<file path="src/rtl/sprite_pkg.sv">
// Shared definitions for the sprite sheet RLE loader.
// Contents:
//   SHEET_W, ADDR_W, PIX_W  sheet geometry and RAM port widths
//   CNT_W, RUN_W            region pixel-count and run-length widths
//   loader_state_e          loader FSM states
//   run_len(), pix_idx()    field extraction from one RLE byte
package sprite_pkg;

    localparam int unsigned SHEET_W = 188;
    localparam int unsigned ADDR_W  = 19;
    localparam int unsigned PIX_W   = 4;
    // region_w (8b) * region_h (10b) needs 18 bits.
    localparam int unsigned CNT_W   = 18;
    // Run length is 1..16.
    localparam int unsigned RUN_W   = 5;

    typedef enum logic [2:0] {
        StIdle,
        StSetup,
        StLoad,
        StWrite,
        StDone
    } loader_state_e;

    // [7:4] holds run length minus one.
    function automatic logic [RUN_W-1:0] run_len(input logic [7:0] b);
        return {1'b0, b[7:4]} + RUN_W'(1);
    endfunction

    function automatic logic [PIX_W-1:0] pix_idx(input logic [7:0] b);
        return b[PIX_W-1:0];
    endfunction

endpackage

</file>
<file path="src/rtl/sprite_rle_loader_if.sv">
// Byte stream and RAM write port of the sprite RLE loader.
// Signals:
//   in_data, in_valid, in_ready  RLE byte stream (valid/ready handshake)
//   wr_en, wr_addr, wr_data      sprite frame RAM write port
// Modports:
//   master  stream source / RAM side (software, DMA, testbench)
//   slave   the loader itself
interface sprite_rle_loader_if;
    import sprite_pkg::*;

    logic [7:0]        in_data;
    logic              in_valid;
    logic              in_ready;
    logic              wr_en;
    logic [ADDR_W-1:0] wr_addr;
    logic [PIX_W-1:0]  wr_data;

    modport master (
        output in_data,
        output in_valid,
        input  in_ready,
        input  wr_en,
        input  wr_addr,
        input  wr_data
    );

    modport slave (
        input  in_data,
        input  in_valid,
        output in_ready,
        output wr_en,
        output wr_addr,
        output wr_data
    );

endinterface

</file>
<file path="src/rtl/sprite_rle_loader_addr_gen.sv">
// Region address walker for the sprite RLE loader.
// Holds the position of the next pixel to be written: row base, column and the
// number of pixels left in the region. The only multiply happens on init;
// afterwards the address moves by +1 or wraps to the next row by +SHEET_W.
// Ports:
//   Clk, Reset            clock, asynchronous active-high reset
//   init                  load start position and pixel count from region_*
//   advance               step past the current pixel
//   region_x/y/w/h        latched region geometry
//   addr                  address of the current pixel (registered)
//   last_pixel            current pixel is the last one of the region
//   next_last             the pixel current after this cycle's update is the last
module rle_region_addr_gen
    import sprite_pkg::*;
(
    input  logic              Clk,
    input  logic              Reset,
    input  logic              init,
    input  logic              advance,
    input  logic [7:0]        region_x,
    input  logic [9:0]        region_y,
    input  logic [7:0]        region_w,
    input  logic [9:0]        region_h,
    output logic [ADDR_W-1:0] addr,
    output logic              last_pixel,
    output logic              next_last
);

    logic [ADDR_W-1:0] row_base_q, row_base_d;
    logic [ADDR_W-1:0] addr_q, addr_d;
    logic [7:0]        col_q, col_d;
    logic [CNT_W-1:0]  remaining_q, remaining_d;

    always_comb begin
        row_base_d  = row_base_q;
        addr_d      = addr_q;
        col_d       = col_q;
        remaining_d = remaining_q;
        if (init) begin
            row_base_d  = ADDR_W'(region_y) * ADDR_W'(SHEET_W) + ADDR_W'(region_x);
            addr_d      = row_base_d;
            col_d       = '0;
            remaining_d = CNT_W'(region_w) * CNT_W'(region_h);
        end else if (advance) begin
            remaining_d = remaining_q - CNT_W'(1);
            if (col_q == region_w - 8'd1) begin
                col_d      = '0;
                row_base_d = row_base_q + ADDR_W'(SHEET_W);
                addr_d     = row_base_d;
            end else begin
                col_d  = col_q + 8'd1;
                addr_d = addr_q + ADDR_W'(1);
            end
        end
    end

    always_ff @(posedge Clk or posedge Reset) begin
        if (Reset) begin
            row_base_q  <= '0;
            addr_q      <= '0;
            col_q       <= '0;
            remaining_q <= '0;
        end else begin
            row_base_q  <= row_base_d;
            addr_q      <= addr_d;
            col_q       <= col_d;
            remaining_q <= remaining_d;
        end
    end

    assign addr       = addr_q;
    assign last_pixel = (remaining_q == CNT_W'(1));
    assign next_last  = (remaining_d == CNT_W'(1));

endmodule

</file>
<file path="src/rtl/sprite_rle_loader.sv">
// Writer side of the sprite frame RAM. Expands a stream of RLE bytes
// ([7:4] = run length - 1, [3:0] = palette index) into one pixel write per
// clock over a rectangular region of the sheet (addr = row*SHEET_W + col).
// Optional build macro LOADER_SKIP_ZERO_EN: palette index 0 is transparent;
// such pixels advance the address and count but do not assert wr_en.
// Ports:
//   Clk, Reset            clock, asynchronous active-high reset
//   start                 one-cycle pulse in idle; latches region_*, begins load
//   region_x/y/w/h        region origin and size in pixels
//   bus (slave)           RLE byte stream in, RAM write port out
//   busy                  high from the cycle after start through done
//   done                  one-cycle pulse after the last pixel of the region
//   overrun               sticky: a run exceeded the remaining pixels
module sprite_rle_loader
    import sprite_pkg::*;
(
    input  logic                Clk,
    input  logic                Reset,
    input  logic                start,
    input  logic [7:0]          region_x,
    input  logic [9:0]          region_y,
    input  logic [7:0]          region_w,
    input  logic [9:0]          region_h,
    sprite_rle_loader_if.slave  bus,
    output logic                busy,
    output logic                done,
    output logic                overrun
);

    loader_state_e    state_q, state_d;
    logic [7:0]       x_q, w_q;
    logic [9:0]       y_q, h_q;
    logic [RUN_W-1:0] run_q, run_d;
    logic [PIX_W-1:0] idx_q, idx_d;
    logic             overrun_q, overrun_d;
    logic             in_ready_q, in_ready_d;
    logic             wr_en_q, wr_en_d;
    logic             busy_q, busy_d;
    logic             done_q, done_d;

    logic             latch_region;
    logic             gen_init;
    logic             gen_advance;
    logic             handshake;
    logic             last_pixel;
    logic             next_last;
    logic [ADDR_W-1:0] gen_addr;

    rle_region_addr_gen u_addr_gen (
        .Clk        (Clk),
        .Reset      (Reset),
        .init       (gen_init),
        .advance    (gen_advance),
        .region_x   (x_q),
        .region_y   (y_q),
        .region_w   (w_q),
        .region_h   (h_q),
        .addr       (gen_addr),
        .last_pixel (last_pixel),
        .next_last  (next_last)
    );

    assign handshake = bus.in_valid && in_ready_q;

    always_comb begin
        state_d      = state_q;
        run_d        = run_q;
        idx_d        = idx_q;
        overrun_d    = overrun_q;
        latch_region = 1'b0;
        gen_init     = 1'b0;
        gen_advance  = 1'b0;
        unique case (state_q)
            StIdle: begin
                if (start) begin
                    state_d      = StSetup;
                    latch_region = 1'b1;
                    overrun_d    = 1'b0;
                end
            end
            StSetup: begin
                gen_init = 1'b1;
                state_d  = (w_q == 8'd0 || h_q == 10'd0) ? StDone : StLoad;
            end
            StLoad: begin
                if (handshake) begin
                    run_d   = run_len(bus.in_data);
                    idx_d   = pix_idx(bus.in_data);
                    state_d = StWrite;
                end
            end
            StWrite: begin
                gen_advance = 1'b1;
                if (last_pixel) begin
                    // Region full: leftover pixels of the run are dropped.
                    state_d = StDone;
                    if (run_q != RUN_W'(1)) begin
                        overrun_d = 1'b1;
                    end
                end else if (run_q == RUN_W'(1)) begin
                    if (handshake) begin
                        run_d = run_len(bus.in_data);
                        idx_d = pix_idx(bus.in_data);
                    end else begin
                        state_d = StLoad;
                    end
                end else begin
                    run_d = run_q - RUN_W'(1);
                end
            end
            StDone: begin
                state_d = StIdle;
            end
            default: begin
                state_d = StIdle;
            end
        endcase
    end

    // Outputs are registered from next-state values so they line up with the
    // cycle the FSM is actually in.
    always_comb begin
        in_ready_d = (state_d == StLoad) ||
                     (state_d == StWrite && run_d == RUN_W'(1) && !next_last);
`ifdef LOADER_SKIP_ZERO_EN
        wr_en_d    = (state_d == StWrite) && (idx_d != '0);
`else
        wr_en_d    = (state_d == StWrite);
`endif
        busy_d     = (state_d != StIdle);
        done_d     = (state_d == StDone);
    end

    always_ff @(posedge Clk or posedge Reset) begin
        if (Reset) begin
            state_q    <= StIdle;
            x_q        <= '0;
            y_q        <= '0;
            w_q        <= '0;
            h_q        <= '0;
            run_q      <= '0;
            idx_q      <= '0;
            overrun_q  <= 1'b0;
            in_ready_q <= 1'b0;
            wr_en_q    <= 1'b0;
            busy_q     <= 1'b0;
            done_q     <= 1'b0;
        end else begin
            state_q    <= state_d;
            if (latch_region) begin
                x_q <= region_x;
                y_q <= region_y;
                w_q <= region_w;
                h_q <= region_h;
            end
            run_q      <= run_d;
            idx_q      <= idx_d;
            overrun_q  <= overrun_d;
            in_ready_q <= in_ready_d;
            wr_en_q    <= wr_en_d;
            busy_q     <= busy_d;
            done_q     <= done_d;
        end
    end

    assign bus.in_ready = in_ready_q;
    assign bus.wr_en    = wr_en_q;
    assign bus.wr_addr  = gen_addr;
    assign bus.wr_data  = idx_q;
    assign busy         = busy_q;
    assign done         = done_q;
    assign overrun      = overrun_q;

endmodule

</file>
<file path="src/flat_wrapper.sv">
// flat-port wrapper written by rule: the top's interface ports become plain ports
module sprite_rle_loader_flat import sprite_pkg::*;
  (Clk, Reset, start, region_x, region_y, region_w, region_h, busy, done, overrun, bus_in_data, bus_in_valid, bus_in_ready, bus_wr_en, bus_wr_addr, bus_wr_data);
  sprite_rle_loader_if bus_i ();
  input  logic Clk;
  input  logic Reset;
  input  logic start;
  input  logic [7:0] region_x;
  input  logic [9:0] region_y;
  input  logic [7:0] region_w;
  input  logic [9:0] region_h;
  output logic busy;
  output logic done;
  output logic overrun;
  input wire logic [$bits(bus_i.in_data)-1:0] bus_in_data;
  input wire logic [$bits(bus_i.in_valid)-1:0] bus_in_valid;
  output wire logic [$bits(bus_i.in_ready)-1:0] bus_in_ready;
  output wire logic [$bits(bus_i.wr_en)-1:0] bus_wr_en;
  output wire logic [$bits(bus_i.wr_addr)-1:0] bus_wr_addr;
  output wire logic [$bits(bus_i.wr_data)-1:0] bus_wr_data;
  assign bus_i.in_data = bus_in_data;
  assign bus_i.in_valid = bus_in_valid;
  assign bus_in_ready = bus_i.in_ready;
  assign bus_wr_en = bus_i.wr_en;
  assign bus_wr_addr = bus_i.wr_addr;
  assign bus_wr_data = bus_i.wr_data;
  sprite_rle_loader u_core (.Clk(Clk), .Reset(Reset), .start(start), .region_x(region_x), .region_y(region_y), .region_w(region_w), .region_h(region_h), .bus(bus_i), .busy(busy), .done(done), .overrun(overrun));
endmodule
</file>
<file path="config.mk">
export PLATFORM = sky130hd
export DESIGN_NAME = sprite_rle_loader_flat
export DESIGN_NICKNAME = d
export VERILOG_FILES = /design/src/rtl/sprite_pkg.sv /design/src/rtl/sprite_rle_loader_if.sv /design/src/rtl/sprite_rle_loader_addr_gen.sv /design/src/rtl/sprite_rle_loader.sv /design/src/flat_wrapper.sv
export SDC_FILE = /design/constraint.sdc
export NUM_CORES = 1
export LEC_CHECK = 0
export ABC_AREA = 0
export BUFFER_PORTS_ARGS = -buffer_cell sky130_fd_sc_hd__buf_2
export CAP_MARGIN = 40
export CORE_ASPECT_RATIO = 0.75
export CORE_UTILIZATION = 65
export CTS_CLUSTER_SIZE = 16
export DETAILED_ROUTE_END_ITERATION = 10
export PLACE_DENSITY = 0.85
export REMOVE_ABC_BUFFERS = 1
export SLEW_MARGIN = 0
export SYNTH_ARGS = -nofsm -noshare
export SYNTH_HDL_FRONTEND = slang
export SYNTH_SLANG_ARGS = --single-unit
</file>
<file path="constraint.sdc">
create_clock -name Clk -period 8.05 [get_ports Clk]
set_input_delay 0.805 -clock Clk [delete_from_list [all_inputs] [get_ports Clk]]
set_output_delay 0.805 -clock Clk [all_outputs]
set_load 0.02 [all_outputs]
</file>
Word level (Yosys, flattened, before mapping)

Index checks and enable logic that the tools add are counted.

Flip-flop bits (word level): 117
Input bits: 48
Logic and storage cells: 94

Add/sub/neg operators: 8
$mul: 2
Equal/unequal tests: 17
Mux-type cells: 34
Reductions and logical operators: 17

Operator list:

| cell                                                                 | count |
|---|---|
| 19-bit 2-to-1 mux                                                    | 6 |
| 18-bit by 1-bit == test with 1-bit output, second input constant     | 2 |
| 18-bit 2-to-1 mux                                                    | 2 |
| 8-bit 2-to-1 mux                                                     | 3 |
| 18-bit by 8-bit adder with 19-bit output                             | 1 |
| 19-bit by 1-bit adder with 19-bit output, second input constant      | 1 |
| 19-bit by 8-bit adder with 19-bit output, second input constant      | 1 |
| 8-bit by 10-bit multiplier with 18-bit output                        | 1 |
| 3-bit 2-to-1 mux                                                     | 6 |
| 18-bit by 1-bit subtractor with 18-bit output, second input constant | 1 |
| 10-bit by 6-bit multiplier with 16-bit output, second input constant | 1 |
| 5-bit 2-to-1 mux                                                     | 3 |
| 3-bit by 2-bit == test with 1-bit output, second input constant      | 4 |
| 4-bit 2-to-1 mux                                                     | 3 |
| 3-bit one-hot mux with 4 select lines                                | 1 |
| 5-bit by 1-bit == test with 1-bit output, second input constant      | 2 |
| 10-bit zero test                                                     | 1 |
| 5-bit one-hot mux with 2 select lines                                | 1 |
| 8-bit by 1-bit adder with 8-bit output, second input constant        | 1 |
| 8-bit == test                                                        | 1 |
| 8-bit zero test                                                      | 1 |
| 4-bit one-hot mux with 2 select lines                                | 1 |
| 2-bit nonzero test                                                   | 4 |
| 8-bit by 1-bit subtractor with 8-bit output, second input constant   | 1 |
| other kinds (17)                                                     | 29 |

Depth between registers and ports, before layout

Gate-level depths: netlist of the first run.

Word-level depth: 9
Mapped depth: 21
Depth with buffers taken out: 19

By module

From an unflattened synthesis of the first run, not the netlist that was laid out.

Cells, all modules: 1224
Area, all modules: 11049.3 um^2

Modules (own cells, without submodules):

| module              | times used | cells an instance | area an instance (um^2) | seq. area each (um^2) |
|---|---|---|---|---|
| rle_region_addr_gen | 1          | 1033              | 8670.8                  | 1601.5 |
| sprite_rle_loader   | 1          | 191               | 2378.5                  | 1326.3 |

Least setup slack after synthesis of the first run

No wires, ideal clock.

Kind: reg2reg
Start: reg u_core.w_q[2]
End: reg u_core.in_ready_q (netlist: u_core.bus.in_ready)
Setup time: 129 ps
Arrival time: 5303 ps
Required time: 7921 ps
Path slack: 2618 ps
Cell stages (with the launch flop): 20
Path buffers: 2
Cell sequence: dfrtp_1 -> clkbuf_1 -> clkbuf_1 -> and2_1 -> fa_1 -> fa_1 -> inv_1 -> fa_1 -> fa_1 -> inv_1 -> ha_1 -> or2_2 -> o311a_1 -> o41ai_1 -> o21ai_0 -> xnor2_1 -> o21ai_1 -> or4b_1 -> or4_1 -> o41a_1

Elaborated cells between the ends (all ways): 13
Those cells by class: mul: 1; eq/ne: 3; mux: 3; reduce/logical: 6

RTL lines:

| item                                          | line                             | source |
|---|---|---|
| start: declaration                            | sprite_rle_loader.sv:31          | `logic [7:0] x_q, w_q;` |
| start signal: assignment                      | sprite_rle_loader.sv:153         | `w_q <= region_w;` |
| 8-bit by 10-bit multiplier with 18-bit output | sprite_rle_loader_addr_gen.sv:43 | `remaining_d = CNT_W'(region_w) * CNT_W'(region_h);` |
| 18-bit 2-to-1 mux                             | sprite_rle_loader_addr_gen.sv:39 | `if (init) begin` |
| named net u_core.u_addr_gen.remaining_d[13]   | sprite_rle_loader_addr_gen.sv:32 | `logic [CNT_W-1:0] remaining_q, remaining_d;` |
| 18-bit by 1-bit == test with 1-bit output     | sprite_rle_loader_addr_gen.sv:73 | `assign next_last = (remaining_d == CNT_W'(1));` |
| 1-bit zero test                               | sprite_rle_loader.sv:124         | `(state_d == StWrite && run_d == RUN_W'(1) && !next_last);` |
| 1-bit logical AND                             | sprite_rle_loader.sv:124         |  |
| 1-bit logical OR                              | sprite_rle_loader.sv:123         | `in_ready_d = (state_d == StLoad) \|\|` |
| named net u_core.in_ready_d                   | sprite_rle_loader.sv:36          | `logic in_ready_q, in_ready_d;` |
| end signal: assignment                        | sprite_rle_loader.sv:159         | `in_ready_q <= in_ready_d;` |
| end: declaration                              | sprite_rle_loader.sv:36          |  |

The timed path passes the listed nets, and every way through them passes these cells.
A chain may end at the register's enable or synchronous reset.

Worst setup path after layout of the first run

Start: reg u_core.w_q[4]
End: reg u_core.in_ready_q (netlist: u_core.bus.in_ready)

Same word-level chain as after synthesis.

==> results.json, run 1 <==
{
  "ys_seq_area_share_pct": 27.1,
  "grt_pass1_vias": 8776,
  "final_common_cell": "inv_1",
  "slowest_stage": "fa_1",
  "postCtsSetupRepairBufs": 0,
  "slew_viol_final": 0,
  "clockBufferDepth": 2,
  "post-place-ws_ps": 2370,
  "antenna_cells": 0,
  "ios": 76,
  "post-route-period-util_pct": 71.1,
  "dieWidth_um": 151,
  "crit_end": "u_core.bus.in_ready$_DFF_PP0_",
  "hold_violations": 0,
  "endpoint_kind": "register",
  "synth_cell_types": 74,
  "period_needed_ps": 5720,
  "fin_nets": 1465,
  "cts_resized": 0,
  "syn2layout_area_growth_pct": 10.9,
  "dr.pass1.iters": 6,
  "cpLargestDelayFamily": "adder cells",
  "post_drt_wl_per_cell_um": 17.8,
  "slowest_delay_ps": 560,
  "num-fill-cells": 1161,
  "grt_pass1_wl_um": 43600,
  "clock-skew-final_ps": 10.7,
  "worstPathCellList": "and2_1, fa_1, fa_1, inv_1, fa_1, fa_1, inv_1, ha_1, or2_2, o311a_1, o41ai_1, o21ai_0, xnor2_1, o21ai_1, or4b_1, or4_1, o41a_1",
  "rsz0062_at_grt": "false",
  "fin_tns_setup_ps": 0,
  "cp.buffers_inverters": 2,
  "drc_errors": 0,
  "timing.rr.end": "u_core.bus.in_ready$_DFF_PP0_",
  "reg2regPathDepth": 17,
  "setup_violations": 0,
  "final_cell_mix": "inv_1, dfrtp_1, nand2_1",
  "overflow": 0,
  "finalWorstSetupSlack_ps": 2330,
  "cp_data_arrival_time_ps": 6040,
  "synth_async_sr_flop_share_pct": 100,
  "num_vias": 9109,
  "numCtsBuffers": 17,
  "clock_sink_count": 117,
  "fp-row-count": 40,
  "wirelength_um": 26400,
  "cts_tree": "yes",
  "crit_required_ps": 8360,
  "placed_area_sq_um": 11400,
  "drt-vias-per-instance": 6.15,
  "path_max_fanout": 14,
  "drive_above_1_share_pct": 13.4,
  "ys_seq_elements": 117,
  "die_area_sq_um": 17200,
  "tightest_slew_ps": 798,
  "fp.dieH_um": 114,
  "start_kind": "register",
  "root_buffer": "clkbuf_16",
  "synth_area_sq_um": 10800,
  "grt_max_degree": 49,
  "synthCells": 1205,
  "path_depth": 17,
  "startpoint": "u_core.w_q[4]$_DFFE_PP0P_",
  "synth_edf_count": 0,
  "grt_util_all_layers_pct": 32.7,
  "relSlewSlack_pct": 46.8,
  "max-cap-violations": 0,
  "portBuffers": 75,
  "status": "complete, no violations",
  "clk_latency_ps": 440,
  "crit_type": "reg2reg",
  "cts_max_level": 4,
  "syn_avg_cell_area_sq_um": 8.98,
  "cpMostUsedCell": "fa_1",
  "fmaxAchievable_mhz": 175,
  "ant_nets": 0,
  "cts.clk_slew.worst_paths_ps": 60,
  "initial_core_util_pct": 67.0,
  "synthFlopType": "dfrtp_1",
  "reg2reg_from": "u_core.w_q[4]$_DFFE_PP0P_",
  "design_area_sq_um": 12000,
  "dr.first_iter.drc_count": 938,
  "worst-r2r-setup-slack_ps": 2330,
  "place_congestion": 0.890,
  "hold_class": "in2async",
  "grt_antenna_before_repair": 0,
  "place_hpwl_um": 18900,
  "yosysWarningCount": 0,
  "ctsHoldBuffers": 0,
  "core_sq_um": 16200
}
layer usage:
layer  global-route usage, %  wire length, um  part of all wire, %
met1                    48.1            12300                   47
met2                    49.5            11500                   44
met5                       0                0                    0
met3                    5.96             2220                  8.4
met4                    9.27              340                  1.3
per-stage QoR:
stage,std cells,utilization [%],hold slack (ps)
6_report,1482,74.2,462
3_5_place_dp,1451,70.5,466
5_1_grt,1482,74.2,507
3_3_place_gp,1450,70.3,461
4_1_cts,1482,74.2,478
2_1_floorplan,1156,-,445
how the worst min path moves through the flow:
| stage | start | endpoint | slack (ps) | cells after the start |
|---|---|---|---|---|
| 2_1_floorplan | u_core.u_addr_gen.row_base_q[1]$_DFFE_PP0P_ | u_core.u_addr_gen.row_base_q[1]$_DFFE_PP0P_ | 450 | 2 |
| 3_3_place_gp | u_core.u_addr_gen.row_base_q[1]$_DFFE_PP0P_ | u_core.u_addr_gen.row_base_q[1]$_DFFE_PP0P_ | 460 | 2 |
| 3_5_place_dp | u_core.u_addr_gen.row_base_q[0]$_DFFE_PP0P_ | u_core.u_addr_gen.row_base_q[0]$_DFFE_PP0P_ | 470 | 2 |
| 4_1_cts | Reset | u_core.x_q[1]$_DFFE_PP0P_ | 480 | 2 |
| 5_1_grt | u_core.u_addr_gen.row_base_q[1]$_DFFE_PP0P_ | u_core.u_addr_gen.row_base_q[1]$_DFFE_PP0P_ | 510 | 2 |
| 6_report | Reset | u_core.x_q[1]$_DFFE_PP0P_ | 460 | 2 |
sequential cells by signal, indices dropped and copies added, names as in the netlist:
| signal | cells |
|---|---|
| u_core.u_addr_gen.addr | 19 |
| u_core.u_addr_gen.row_base_q | 19 |
| u_core.u_addr_gen.remaining_q | 18 |
| u_core.h_q | 10 |
| u_core.y_q | 10 |
| u_core.u_addr_gen.col_q | 8 |
| u_core.w_q | 8 |
| u_core.x_q | 8 |
| u_core.run_q | 5 |
| u_core.bus.wr_data | 4 |
| u_core.state_q | 3 |
| u_core.bus.in_ready | 1 |
| u_core.bus.wr_en | 1 |
| u_core.busy | 1 |
| u_core.done | 1 |
| u_core.overrun | 1 |
synthesized netlist by cell type (6+ instances only):
| master | n | share of area (%) |
|---|---|---|
| buf_1 | 6 | 0.21 |
| and2_1 | 67 | 3.9 |
| nand3_1 | 30 | 1.4 |
| nor2b_1 | 7 | 0.40 |
| xnor2_1 | 46 | 3.7 |
| nor4_1 | 8 | 0.46 |
| o21ai_0 | 80 | 3.7 |
| o21a_1 | 9 | 0.62 |
| a211oi_1 | 7 | 0.49 |
| a21o_1 | 14 | 0.97 |
| a31oi_1 | 7 | 0.40 |
| clkbuf_1 | 41 | 1.4 |
| or3_1 | 8 | 0.46 |
| nor3_1 | 27 | 1.2 |
| mux2_2 | 35 | 3.6 |
| ha_1 | 85 | 9.8 |
| dfrtp_1 | 117 | 27 |
| inv_1 | 124 | 4.3 |
| a211o_1 | 7 | 0.57 |
| nand4_1 | 13 | 0.75 |
| a22oi_1 | 6 | 0.42 |
| nand2b_1 | 8 | 0.46 |
| o22ai_1 | 9 | 0.52 |
| nand2_1 | 101 | 3.5 |
| nor2_1 | 73 | 2.5 |
| mux2i_1 | 9 | 0.83 |
| o211ai_1 | 9 | 0.62 |
| fa_1 | 72 | 13 |
| or2_2 | 6 | 0.35 |
| a21oi_1 | 59 | 2.7 |
| xor2_1 | 31 | 2.5 |
cell families (layout without fill, tap and decap cells):
group,Yosys count,count (layout),synth area share (%)
xor+xnor,77,77,6.23
mux,44,44,4.47
simple gates,383,383,18.2
compound gates,254,254,14.9
buf+inv,173,240,6.02
fa+ha+maj,157,157,23.1
flops,117,117,27.1
final cells by class:
class	instances	area, sq um	share of cell area [%]
multi-input cells	915	7270	60.6
clock inverters	14	179	1.49
flip-flops and latches	117	2930	24.4
well taps	210	263	2.19
inverters	124	468	3.90
clock buffers	17	425	3.54
repair buffers	85	470	3.92
Power of run 1 is left out: the tool's default activity adds up to more than one toggle a clock period on the data nets, which glitch-free logic cannot reach.
==> run 2, diff against run 1 <==
--- a/config.mk
+++ b/config.mk
@@ -5,14 +5,14 @@
 export SDC_FILE = /design/constraint.sdc
 export NUM_CORES = 1
 export LEC_CHECK = 0
-export ABC_AREA = 0
+export ABC_AREA = 1
 export BUFFER_PORTS_ARGS = -buffer_cell sky130_fd_sc_hd__buf_2
 export CAP_MARGIN = 40
 export CORE_ASPECT_RATIO = 0.75
-export CORE_UTILIZATION = 65
+export CORE_UTILIZATION = 63
 export CTS_CLUSTER_SIZE = 16
 export DETAILED_ROUTE_END_ITERATION = 10
-export PLACE_DENSITY = 0.85
+export PLACE_DENSITY = 0.82
 export REMOVE_ABC_BUFFERS = 1
 export SLEW_MARGIN = 0
 export SYNTH_ARGS = -nofsm -noshare
==> constraint.sdc (replaced) <==
create_clock -name Clk -period 5.4 [get_ports Clk]
set_input_delay 0.54 -clock Clk [delete_from_list [all_inputs] [get_ports Clk]]
set_output_delay 0.54 -clock Clk [all_outputs]
set_load 0.02 [all_outputs]
==> results.json, run 2 <==
{
  "status": "complete, no violations",
  "clock-skew-final_ps": 9.16,
  "fmaxAchievable_mhz": 211,
  "yosysTopAreaCell": "dfrtp_1",
  "core_sq_um": 18500,
  "initial_core_util_pct": 64.4,
  "cpLargestDelayFamily": "adder cells",
  "fin_nets": 1973,
  "drc_errors": 0,
  "yosysTopAreaCellShare_pct": 24.5,
  "syn_avg_cell_area_sq_um": 6.95,
  "grt_pass1_wl_um": 51600,
  "die_area_sq_um": 19500,
  "synthFlopType": "dfrtp_1",
  "cpMostUsedCell": "nand2_1",
  "grt_pass1_vias": 10937,
  "grt_util_all_layers_pct": 33.2,
  "max-cap-violations": 0,
  "post-route-period-util_pct": 87.9,
  "timing.rr.end": "u_core.bus.in_ready$_DFF_PP0_",
  "drive_above_1_share_pct": 9.10,
  "syn2layout_area_growth_pct": 9.28,
  "clockBufferDepth": 2,
  "synthTopCellsByArea": "dfrtp_1, nand2_1, fa_1",
  "drt-vias-per-instance": 5.43,
  "post_drt_wl_per_cell_um": 14.8,
  "final_cell_mix": "nand2_1, inv_1, nand3_1",
  "cp_data_arrival_time_ps": 5060,
  "place_hpwl_um": 22700,
  "rsz0062_at_grt": "false",
  "fp.dieH_um": 121,
  "start_kind": "register",
  "cp.buffers_inverters": 4,
  "period_needed_ps": 4750,
  "setup_violations": 0,
  "crit_type": "reg2reg",
  "place_congestion": 0.912,
  "clk_latency_ps": 430,
  "synth_cell_types": 50,
  "reg2reg_from": "u_core.w_q[7]$_DFFE_PP0P_",
  "slew_viol_final": 0,
  "clock_sink_count": 117,
  "synth_async_sr_flop_share_pct": 100,
  "fin_tns_setup_ps": 0,
  "overflow": 0,
  "reg2regPathDepth": 21,
  "post-route-util_pct": 70.4,
  "ctsHoldBuffers": 0,
  "grt_max_degree": 57,
  "postCtsSetupRepairBufs": 0,
  "final_common_cell": "nand2_1",
  "yosysWarningCount": 0,
  "ant_nets": 0,
  "ys_seq_elements": 117,
  "synthCells": 1715,
  "synth_edf_count": 0,
  "portBuffers": 75,
  "hold_violations": 0,
  "cts_max_level": 4,
  "numCtsBuffers": 17,
  "fp-row-count": 43,
  "slowest_stage": "dfrtp_1",
  "slowest_delay_ps": 630,
  "cts.clk_slew.worst_paths_ps": 60,
  "cts_resized": 0,
  "synth.cells.most_frequent": "nand2_1, inv_1, nand3_1, dfrtp_1, nor2_1",
  "grt_antenna_before_repair": 0,
  "root_buffer": "clkbuf_16",
  "wirelength_um": 30100,
  "worstPathCellList": "nand2_1, fa_1, fa_1, inv_1, fa_1, inv_1, fa_1, inv_1, ha_1, nand2_1, inv_1, a21oi_1, nand2_1, nand2_1, nand3_1, nand2_1, nand3_1, nor2_1, nand3_1, o21ai_1, nand2_1",
  "endpoint_kind": "register",
  "dieWidth_um": 161,
  "synth_area_sq_um": 11900,
  "ios": 76,
  "antenna_cells": 0,
  "path_max_fanout": 13,
  "hold_class": "in2async",
  "cts_tree": "yes",
  "ys_seq_area_share_pct": 24.5,
  "dr.first_iter.drc_count": 1038,
  "crit_required_ps": 5710,
  "dr.pass1.iters": 6,
  "worst-r2r-setup-slack_ps": 650,
  "num_vias": 11004,
  "relSlewSlack_pct": 40.0,
  "tightest_slew_ps": 897,
  "synth.most_common_cell": "nand2_1"
}
==> run 2: cell type report <==
cell class	count	area [sq um]
Fill cell	1562	5470
Multi-Input combinational cell	1212	7490
Clock inverter	11	116
Sequential cell	117	2930
Inverter	339	1280
Tap cell	247	309
Timing Repair Buffer	81	440
Clock buffer	21	470
==> run 2: layer usage <==
metal  track usage, %  vias up  part of all wire (%)
met5                0        -                     0
met4             9.20        0                   1.9
met3             5.64       59                   5.8
met2             56.4      343                    48
met1             43.8     5216                    44
li1                 -     5386                     -
==> run 2: through the flow <==
step / worst slack, ps / hold slack (ps) / cells / area, sq um
2_1_floorplan: 1080 / 443 / 1668 / 11700
3_3_place_gp: 780 / 459 / 1995 / 12400
3_5_place_dp: 683 / 473 / 1996 / 12400
4_1_cts: 679 / 30.4 / 2028 / 13000
5_1_grt: 253 / 35.1 / 2028 / 13000
6_report: 652 / 28.9 / 2028 / 13000
==> run 2: cells by family (layout without fill, tap and decap cells) <==
logic type	Yosys count	after routing	synth area share, %
AO/OA/AOI/OAI	142	142	6.74
XOR/XNOR	48	48	3.70
adder cells (fa/ha/maj)	157	157	21.0
buffers and inverters	386	452	12.7
flip-flops	117	117	24.5
multiplexers	4	4	0.378
AND/OR/NAND/NOR	861	861	31.0
==> run 2: worst register-to-register path, stage by stage (launching register included) <==
cell     delay, ps
dfrtp_1        630
nand2_1        160
fa_1           540
fa_1           550
inv_1           50
fa_1           520
inv_1           50
fa_1           520
inv_1           40
ha_1           350
nand2_1        100
inv_1           50
a21oi_1        170
nand2_1        130
nand2_1         80
nand3_1         60
nand2_1        110
nand3_1         90
nor2_1         120
nand3_1        110
o21ai_1        130
nand2_1         60
==> run 2: worst max path at each step <==
| stage | from | endpoint | slack [ps] | depth (start not counted) |
|---|---|---|---|---|
| detailed placement | u_core.w_q[7]$_DFFE_PP0P_ | u_core.bus.in_ready$_DFF_PP0_ | 680 | 21 |
| finish | u_core.w_q[7]$_DFFE_PP0P_ | u_core.bus.in_ready$_DFF_PP0_ | 650 | 21 |
| CTS | u_core.w_q[7]$_DFFE_PP0P_ | u_core.bus.in_ready$_DFF_PP0_ | 680 | 21 |
| floorplan | u_core.w_q[7]$_DFFE_PP0P_ | u_core.bus.in_ready$_DFF_PP0_ | 1080 | 23 |
| global route | u_core.w_q[3]$_DFFE_PP0P_ | u_core.bus.in_ready$_DFF_PP0_ | 250 | 21 |
| global placement | u_core.w_q[3]$_DFFE_PP0P_ | u_core.bus.in_ready$_DFF_PP0_ | 780 | 21 |
Power of run 2 is left out for the same reason.
